==> src/rtl/pipe_pkg.sv <==
// Shared types for the decode-to-execute hand-off: ALU control codes,
// the buffered operation record and the buffer occupancy states.
package pipe_pkg;

  localparam int PIPE_DW = 32;
  localparam int PIPE_RW = 5;

  localparam logic [2:0] ALU_ADD = 3'd0;
  localparam logic [2:0] ALU_SUB = 3'd1;
  localparam logic [2:0] ALU_AND = 3'd2;
  localparam logic [2:0] ALU_OR  = 3'd3;
  localparam logic [2:0] ALU_MUL = 3'd4;

  typedef struct packed {
    logic [PIPE_RW-1:0] rs;
    logic [PIPE_RW-1:0] rt;
    logic [PIPE_DW-1:0] data1;
    logic [PIPE_DW-1:0] data2;
    logic [2:0]         alu_ctrl;
    logic [PIPE_RW-1:0] rd;
    logic               reg_write;
  } ex_entry_t;

  typedef enum logic [1:0] {
    OCC_EMPTY = 2'd0,
    OCC_ONE   = 2'd1,
    OCC_FULL  = 2'd2
  } occ_state_t;

  typedef enum logic [1:0] {
    HEAD_HOLD = 2'd0,
    HEAD_IN   = 2'd1,
    HEAD_SKID = 2'd2
  } head_sel_t;

  function automatic logic alu_ctrl_illegal(input logic [2:0] ctrl);
    return ctrl > ALU_MUL;
  endfunction

endpackage

==> src/rtl/ex_bypass_update.sv <==
// Refreshes an entry's operands from the write-back port so a waiting
// operation never holds a stale register value. Register 0 is never refreshed.
module ex_bypass_update
  import pipe_pkg::*;
(
  input  ex_entry_t          entry,
  input  logic               wb_en,
  input  logic [PIPE_RW-1:0] wb_rd,
  input  logic [PIPE_DW-1:0] wb_data,
  output ex_entry_t          entry_upd
);

  logic wb_live;

  assign wb_live = wb_en && (wb_rd != '0);

  always_comb begin
    entry_upd = entry;
    if (wb_live && (wb_rd == entry.rs)) entry_upd.data1 = wb_data;
    if (wb_live && (wb_rd == entry.rt)) entry_upd.data2 = wb_data;
  end

endmodule

==> src/rtl/id_ex_buffer.sv <==
// Two-entry elastic buffer (head + skid) between decode and the execute ALU,
// with write-back operand refresh on every resident and incoming entry.
//
// state     | meaning
// ----------+------------------------------------------------
// OCC_EMPTY | no entry held, valid_o=0, ready_o=1
// OCC_ONE   | head valid, skid empty, ready_o=1
// OCC_FULL  | head and skid valid, ready_o=0
module id_ex_buffer
  import pipe_pkg::*;
#(
  parameter int DW = PIPE_DW,
  parameter int RW = PIPE_RW
) (
  input  logic          clk_i,
  input  logic          rst_i,
  input  logic          flush_i,
  input  logic          valid_i,
  output logic          ready_o,
  input  logic [RW-1:0] rs_i,
  input  logic [RW-1:0] rt_i,
  input  logic [DW-1:0] data1_i,
  input  logic [DW-1:0] data2_i,
  input  logic [2:0]    alu_ctrl_i,
  input  logic [RW-1:0] rd_i,
  input  logic          reg_write_i,
  input  logic          wb_en_i,
  input  logic [RW-1:0] wb_rd_i,
  input  logic [DW-1:0] wb_data_i,
  output logic          valid_o,
  input  logic          ready_i,
  output logic [DW-1:0] data1_o,
  output logic [DW-1:0] data2_o,
  output logic [2:0]    alu_ctrl_o,
  output logic [RW-1:0] rd_o,
  output logic          reg_write_o,
  output logic          illegal_o,
  output logic [1:0]    count_o
);

  occ_state_t state_q, state_d;
  head_sel_t  head_sel;
  logic       skid_load;
  logic       accept, consume;
  ex_entry_t  head_q, skid_q;
  ex_entry_t  in_entry, in_upd, head_upd, skid_upd;

  always_comb begin
    in_entry           = '0;
    in_entry.rs        = rs_i;
    in_entry.rt        = rt_i;
    in_entry.data1     = data1_i;
    in_entry.data2     = data2_i;
    in_entry.alu_ctrl  = alu_ctrl_i;
    in_entry.rd        = rd_i;
    in_entry.reg_write = reg_write_i;
  end

  ex_bypass_update u_bypass_in (
    .entry     (in_entry),
    .wb_en     (wb_en_i),
    .wb_rd     (wb_rd_i),
    .wb_data   (wb_data_i),
    .entry_upd (in_upd)
  );

  ex_bypass_update u_bypass_head (
    .entry     (head_q),
    .wb_en     (wb_en_i),
    .wb_rd     (wb_rd_i),
    .wb_data   (wb_data_i),
    .entry_upd (head_upd)
  );

  ex_bypass_update u_bypass_skid (
    .entry     (skid_q),
    .wb_en     (wb_en_i),
    .wb_rd     (wb_rd_i),
    .wb_data   (wb_data_i),
    .entry_upd (skid_upd)
  );

  assign valid_o = (state_q != OCC_EMPTY);
  assign ready_o = (state_q != OCC_FULL);
  assign accept  = valid_i && ready_o;
  assign consume = valid_o && ready_i;

  always_ff @(posedge clk_i or negedge rst_i) begin
    if (!rst_i) state_q <= OCC_EMPTY;
    else        state_q <= state_d;
  end

  always_comb begin
    state_d   = state_q;
    head_sel  = HEAD_HOLD;
    skid_load = 1'b0;
    case (state_q)
      OCC_EMPTY: begin
        if (accept) begin
          head_sel = HEAD_IN;
          state_d  = OCC_ONE;
        end
      end
      OCC_ONE: begin
        if (accept && consume) begin
          head_sel = HEAD_IN;
        end else if (accept) begin
          skid_load = 1'b1;
          state_d   = OCC_FULL;
        end else if (consume) begin
          state_d = OCC_EMPTY;
        end
      end
      OCC_FULL: begin
        if (consume) begin
          head_sel = HEAD_SKID;
          state_d  = OCC_ONE;
        end
      end
      default: state_d = OCC_EMPTY;
    endcase
    // A redirect wins over any accept or consume in the same cycle.
    if (flush_i) begin
      state_d   = OCC_EMPTY;
      head_sel  = HEAD_HOLD;
      skid_load = 1'b0;
    end
  end

  // Payload keeps refreshing even while its slot is empty; that is harmless
  // because valid bits live in the occupancy state.
  always_ff @(posedge clk_i or negedge rst_i) begin
    if (!rst_i) begin
      head_q <= '0;
      skid_q <= '0;
    end else begin
      case (head_sel)
        HEAD_IN:   head_q <= in_upd;
        HEAD_SKID: head_q <= skid_upd;
        default:   head_q <= head_upd;
      endcase
      skid_q <= skid_load ? in_upd : skid_upd;
    end
  end

  assign data1_o     = head_q.data1;
  assign data2_o     = head_q.data2;
  assign alu_ctrl_o  = head_q.alu_ctrl;
  assign rd_o        = head_q.rd;
  assign reg_write_o = head_q.reg_write;
  assign illegal_o   = valid_o && alu_ctrl_illegal(head_q.alu_ctrl);
  assign count_o     = {state_q == OCC_FULL, state_q == OCC_ONE};

endmodule

==> config.mk <==
export PLATFORM = sky130hd
export DESIGN_NAME = id_ex_buffer
export DESIGN_NICKNAME = d
export VERILOG_FILES = /design/src/rtl/pipe_pkg.sv /design/src/rtl/ex_bypass_update.sv /design/src/rtl/id_ex_buffer.sv
export SDC_FILE = /design/constraint.sdc
export NUM_CORES = 1
export LEC_CHECK = 0
export BUFFER_PORTS_ARGS = -buffer_cell sky130_fd_sc_hd__buf_2
export CORE_MARGIN = 1.5
export CORE_UTILIZATION = 50
export CTS_BUF_LIST = sky130_fd_sc_hd__clkbuf_8
export DETAILED_ROUTE_END_ITERATION = 8
export GPL_TIMING_DRIVEN = 0
export PLACE_DENSITY = 0.72
export SKIP_CTS_REPAIR_TIMING = 1
export SLEW_MARGIN = 40
export SYNTH_ARGS = -nofsm -noshare
export SYNTH_HDL_FRONTEND = slang
export SYNTH_HIERARCHICAL = 1
export SYNTH_SLANG_ARGS = --single-unit
==> constraint.sdc <==
create_clock -name clk_i -period 6.13 [get_ports clk_i]
set_input_delay 1.226 -clock clk_i [delete_from_list [all_inputs] [get_ports clk_i]]
set_output_delay 1.226 -clock clk_i [all_outputs]
set_load 0.02 [all_outputs]
==> flow_metrics.env, run 1 <==
export IMPL_synth_top_area_cell="dfrtp_1"
export IMPL_p_clk_share_pct=20.7
export IMPL_timing_rr_start="state_q[1]$_DFFE_PN0P_"
export IMPL_clock_sinks=168
export IMPL_gp_congestion=0.815
export IMPL_hold_path_end="reg_write_o$_DFF_PN0_"
export IMPL_synthDistinctLibCells=33
export IMPL_crit_path_end_kind="flip-flop"
export IMPL_clkTransAtPathRegs_ns=0.09
export IMPL_num_rows=55
export IMPL_reg2reg_depth=8
export IMPL_fin_crit_sh_pct=50.2
export IMPL_grt_overflow=0
export IMPL_finalHoldViolCount=0
export IMPL_cp_max_fo=10
export IMPL_status="finished clean"
export IMPL_startpoint_type="input pin"
export IMPL_clockBufferDepth=2
export IMPL_gr_usage_all_layers_pct=25.3
export IMPL_grt_pass1_vias=8219
export IMPL_insertion_delay_ns=0.47
export IMPL_initial_utilization_pct=51.3
export IMPL_drv_cap=0
export IMPL_power_frac_seq_pct=38.9
export IMPL_switching_share_pct=29.8
export IMPL_cts_made_buffers=17
export IMPL_postSynthCellCount=952
export IMPL_synth_fa_ha_area_share_pct=0.213
export IMPL_p_per_area_nw_per_um2=294
export IMPL_drive_above_1_share_pct=57.5
export IMPL_ys_top_cells_by_count="mux2_4 (250), dfrtp_1 (168), buf_4 (129)"
export IMPL_htreeDepth=4
export IMPL_grt_pass1_wl_um=46900
export IMPL_period_needed_ns=3.07
export IMPL_grt_antenna_before_repair=2
export IMPL_syn_nets=1080
export IMPL_hp_start="reg_write_o$_DFF_PN0_"
export IMPL_synth_area_mux_share_pct=34.5
export IMPL_synth_seq_cells=168
export IMPL_first_iter_violations=428
export IMPL_synth_top_family_by_area="multiplexers"
export IMPL_multi_input_area_um2=6030
export IMPL_syn_area_um2=11700
export IMPL_avgSynthCellArea_um2=12.3
export IMPL_pwr_share_comb_pct=40.4
export IMPL_portBuffers=194
export IMPL_hold_path_class="flip-flop to flip-flop"
export IMPL_ant_nets=0
export IMPL_die_x_um=156
export IMPL_ys_flop_type="dfrtp_1"
export IMPL_p_sw_mw=1.19
export IMPL_fill_cells=1941
export IMPL_final_setup_viol_count=0
export IMPL_layout_area_seq_um2=4200
export IMPL_synth_simple_area_share_pct=5.00
export IMPL_synthXorXnorAreaFrac_pct=2.24
export IMPL_worstPathRequired_ns=6.50
export IMPL_utilization_pct=59.3
export IMPL_synth_warnings=6
export IMPL_vdd_ir_drop_max_v=0.000124
export IMPL_num_io_pins=204
export IMPL_setup_tns_final_ns=0
export IMPL_hold_path_depth=3
export IMPL_relSlewSlack_pct=49.3
export IMPL_grt_max_degree=73
export IMPL_core_area_um2=22800
export IMPL_yosysTopAreaCellShare_pct=35.9
export IMPL_synth_edf_count=0
export IMPL_cellInternalPower_mw=2.80
export IMPL_ys_seq_area_share_pct=35.9
export IMPL_chipHeight_um=156
export IMPL_cts_tree="done"
export IMPL_p_leak_nw=6.67
export IMPL_synth_most_common_cell="mux2_4"
export IMPL_wl_um=30000
export IMPL_clock_fmax_mhz=325
export IMPL_worst_pin_slew_ns=0.760
export IMPL_synth_area_top_cells="dfrtp_1 (36%), mux2_4 (32%), buf_4 (8.3%), a22oi_1 (5.3%), o21ai_0 (3.5%)"
export IMPL_drc_errors=0
export IMPL_area_growth_syn_to_layout_pct=15.6
export IMPL_nNetsFinal=1295
export IMPL_synth_compound_area_share_pct=9.52
export IMPL_rrSetupSlack_ns=3.41
export IMPL_vias_per_cell=5.32
export IMPL_rsz0062_at_grt="no"
export IMPL_vias=7954
export IMPL_r2r_end="data2_o[3]$_DFF_PN0_"
export IMPL_dr_pass1_iters=5
export IMPL_slew_viol_final=0
export IMPL_path_class="input pin to flip-flop"
export IMPL_fin_worst_skew_ns=0.0188
export IMPL_arrival_ns=3.45
export IMPL_async_flop_share_pct=100
export IMPL_root_buffer="clkbuf_8"
export IMPL_hpwl_um=21100
export IMPL_wire_per_inst_um=20.1
export IMPL_die_area_um2=24400
-- flip-flops by register name, summed over array words and instances, names as in the netlist --
| register | cells |
|---|---|
| alu_ctrl_o | 3 |
| state_q | 2 |
| rd_o | 5 |
| data1_o | 32 |
| skid_q | 83 |
| head_q | 10 |
| reg_write_o | 1 |
| data2_o | 32 |
-- power by group through the flow --
stage,Combinational [mW],Sequential [mW],Clock (mW)
after detailed placement,1.59,1.57,0
after floorplan,1.28,1.53,0
after global placement,1.55,1.55,0
after CTS,1.61,1.55,0.839
after global routing,1.72,1.58,0.882
final,1.61,1.55,0.824
-- metal layers --
layer / GRT usage [%] / routed length, um
met2: 39.8 / 13800
met3: 5.22 / 1950
met4: 7.62 / 569
met1: 34.9 / 13600
met5: 0 / 12
-- cells by family (layout without fill, tap and decap cells) --
family                     Yosys count  count (layout)
other                                0               1
buffers and inverters              195             423
and+or+nand+nor                    108             108
muxes                              276             276
xor gates and xnor gates            30              30
DFF                                168             168
adders and majority gates            2               2
AOI/OAI and AO/OA                  173             173
-- worst max path at each step --
stage	from	end	slack, ns	depth (start not counted)
5_1_grt	valid_i	data2_o[3]$_DFF_PN0_	2.89	9
6_report	valid_i	data2_o[3]$_DFF_PN0_	3.06	9
3_5_place_dp	ready_i	data2_o[4]$_DFF_PN0_	2.61	9
3_3_place_gp	rst_i	data2_o[27]$_DFF_PN0_	1.01	1
2_1_floorplan	wb_rd_i[1]	skid_q[42]$_DFF_PN0_	3.25	6
4_1_cts	valid_i	data2_o[3]$_DFF_PN0_	3.08	9
-- worst max-delay path, stage by stage --
cell and delay [ns]:
buf_2 0.10, nor2b_2 0.26, nor3b_1 0.31, ha_1 0.22, buf_2 0.28, buf_2 0.29
clkbuf_1 0.54, nand2_1 0.09, o21ai_0 0.12
-- final cells by class --
cell class	instances	area share (%)
timing repair buffer	196	7.65
inverter	3	0.0831
clock buffer	18	1.83
multi-input combinational	589	44.5
buffer	192	10.9
tap	313	2.89
sequential	168	31.0
clock inverter	14	1.11
antenna	1	0.0185
-- metrics by stage --
step	cell area (um2)	total power [mW]	worst slack [ns]	hold WS [ns]	cells
after floorplan	11700	2.81	3.25	0.511	952
after global placement	13100	3.10	1.01	0.557	1459
after detailed placement	13100	3.16	2.61	0.564	1461
after CTS	13500	4.00	3.08	0.589	1493
after global routing	13500	4.19	2.89	0.610	1493
final	13500	3.98	3.06	0.582	1494
-- cells in the final DEF, fill, tap and decap left out, drive strengths merged, types with 2 or more instances in the layout --
master    n
o21ai    86
nand3     6
or4       3
xnor2    18
a22oi    83
nor2b     3
mux2    275
nor4      6
ha        2
a21oi     2
inv       6
or2       2
clkinv    8
buf     369
bufinv    2
nand2    83
xor2     12
nand3b    2
dfrtp   168
clkbuf   37
Power figures use the tool's default switching activity.
==> inputs of run 2 (changes only) <==
--- a/config.mk
+++ b/config.mk
@@ -11,7 +11,7 @@
 export CTS_BUF_LIST = sky130_fd_sc_hd__clkbuf_8
 export DETAILED_ROUTE_END_ITERATION = 8
 export GPL_TIMING_DRIVEN = 0
-export PLACE_DENSITY = 0.72
+export PLACE_DENSITY = 0.75
 export SKIP_CTS_REPAIR_TIMING = 1
 export SLEW_MARGIN = 40
 export SYNTH_ARGS = -nofsm -noshare
==> constraint.sdc (replaced) <==
create_clock -name clk_i -period 2.7 [get_ports clk_i]
set_input_delay 0.54 -clock clk_i [delete_from_list [all_inputs] [get_ports clk_i]]
set_output_delay 0.54 -clock clk_i [all_outputs]
set_load 0.02 [all_outputs]
==> flow_metrics.env, run 2 (synthesized netlist as in run 1, its figures left out) <==
export IMPL_htreeDepth=4
export IMPL_hold_path_class="input pin to flip-flop"
export IMPL_area_growth_syn_to_layout_pct=15.3
export IMPL_fin_crit_sh_pct=92.4
export IMPL_clockBufferDepth=2
export IMPL_hpwl_um=21300
export IMPL_finalHoldViolCount=0
export IMPL_rsz0062_at_grt="no"
export IMPL_largest_reg_flops=83
export IMPL_arrival_ns=2.85
export IMPL_relSlewSlack_pct=45.1
export IMPL_slew_viol_final=0
export IMPL_root_buffer="clkbuf_8"
export IMPL_layout_area_seq_um2=4200
export IMPL_fill_cells=1889
export IMPL_num_io_pins=204
export IMPL_gr_usage_all_layers_pct=25.3
export IMPL_path_class="flip-flop to flip-flop"
export IMPL_max_stage_delay_ns=0.44
export IMPL_diodes=0
export IMPL_multi_input_area_um2=6030
export IMPL_holdWs_ns=0.307
export IMPL_clkTransAtPathRegs_ns=0.09
export IMPL_wl_um=30100
export IMPL_grt_antenna_before_repair=2
export IMPL_grt_overflow=0
export IMPL_initial_utilization_pct=51.3
export IMPL_cts_made_buffers=17
export IMPL_mostFrequentLayoutCells="mux2_4 (250), buf_2 (198), dfrtp_1 (168), buf_4 (129)"
export IMPL_die_x_um=156
export IMPL_status="finished clean"
export IMPL_period_needed_ns=2.50
export IMPL_portBuffers=194
export IMPL_worstPathRequired_ns=3.06
export IMPL_first_iter_violations=443
export IMPL_utilization_pct=59.1
export IMPL_wire_per_inst_um=20.2
export IMPL_insertion_delay_ns=0.45
export IMPL_nNetsFinal=1297
export IMPL_fin_worst_skew_ns=0.0148
export IMPL_p_leak_nw=6.66
export IMPL_gp_congestion=0.849
export IMPL_ant_nets=0
export IMPL_drive_above_1_share_pct=58.1
export IMPL_dp_slack_ns=-0.206
export IMPL_crit_chain="nor2b_2 > nor3b_1 > ha_1 > buf_2 > buf_2 > clkbuf_2 > nand2_1 > o21ai_0"
export IMPL_clock_sinks=168
export IMPL_cts_tree="done"
export IMPL_final_common_cell="mux2_4"
export IMPL_grt_max_degree=48
export IMPL_grt_pass1_vias=8344
export IMPL_num_rows=55
export IMPL_final_setup_viol_count=0
export IMPL_chipHeight_um=156
export IMPL_vias_per_cell=5.32
export IMPL_drv_cap=0
export IMPL_clock_fmax_mhz=401
export IMPL_dr_pass1_iters=5
export IMPL_grt_pass1_wl_um=46900
export IMPL_worst_pin_slew_ns=0.823
export IMPL_vdd_ir_drop_max_v=0.000304
export IMPL_vias=7931
export IMPL_slowest_stage="dfrtp_1"
export IMPL_drc_errors=0
export IMPL_die_area_um2=24400
export IMPL_core_area_um2=22800
export IMPL_setup_slack_ns=0.204
export IMPL_cp_max_fo=10
export IMPL_startpoint_type="flip-flop"
export IMPL_crit_path_frequent_cell="buf_2"
export IMPL_p_per_area_nw_per_um2=649
export IMPL_largest_register="skid_q"
export IMPL_crit_path_end_kind="flip-flop"
==> run 2: where the power goes <==
| group | switching [mW] | total, mW | internal [mW] |
|---|---|---|---|
| combinational | 1.40 | 3.67 | 2.27 |
| clock | 0.926 | 1.58 | 0.657 |
| sequential | 0.288 | 3.52 | 3.23 |
==> run 2: final timing paths <==
check | from | slack [ns] | cells after the start | end
worst max-delay path | state_q[1]$_DFFE_PN0P_ | 0.20 | 8 | data2_o[9]$_DFF_PN0_
max in group asynchronous | rst_i | 1.32 | 4 | data1_o[19]$_DFF_PN0_
worst min register to register | reg_write_o$_DFF_PN0_ | 0.58 | 3 | reg_write_o$_DFF_PN0_
min in group asynchronous | rst_i | 0.55 | 2 | data2_o[6]$_DFF_PN0_
worst min-delay path | ready_i | 0.31 | 2 | state_q[1]$_DFFE_PN0P_
worst max register to register | state_q[1]$_DFFE_PN0P_ | 0.20 | 8 | data2_o[9]$_DFF_PN0_
==> run 2: critical path: cells and delay by family, from the launching register on <==
family	cells	cell delay (ns)
buffers and inverters	3	0.93
and+or+nand+nor	3	0.69
DFF	1	0.44
adders and majority gates	1	0.23
AOI/OAI and AO/OA	1	0.10
==> run 2: final cells by class <==
cell class	count	area share (%)
clock buffers	19	1.94
repair buffers	198	7.89
multi-input cells	589	44.7
clock inverters	10	0.435
flip-flops and latches	168	31.1
well taps	313	2.90
inverters	3	0.0834
plain buffers	192	11.0
==> run 2: through the flow <==
stage | setup TNS [ns] | cell area, um2 | total power, mW | instances
final | 0 | 13500 | 8.77 | 1492
after global routing | 0 | 13500 | 9.24 | 1492
after CTS | -0.0420 | 13500 | 8.79 | 1491
after detailed placement | -4.80 | 13200 | 7.18 | 1462
after global placement | -283.24 | 13100 | 7.03 | 1459
after floorplan | 0 | 11700 | 6.39 | 952
==> run 2: layer usage <==
layer | track usage, % | share of wire [%] | vias to the layer above
li1 | - | - | 3688
met3 | 4.44 | 5.0 | 41
met2 | 40.3 | 47 | 242
met1 | 34.4 | 46 | 3960
met5 | 0 | 0 | -
met4 | 9.21 | 2.1 | 0
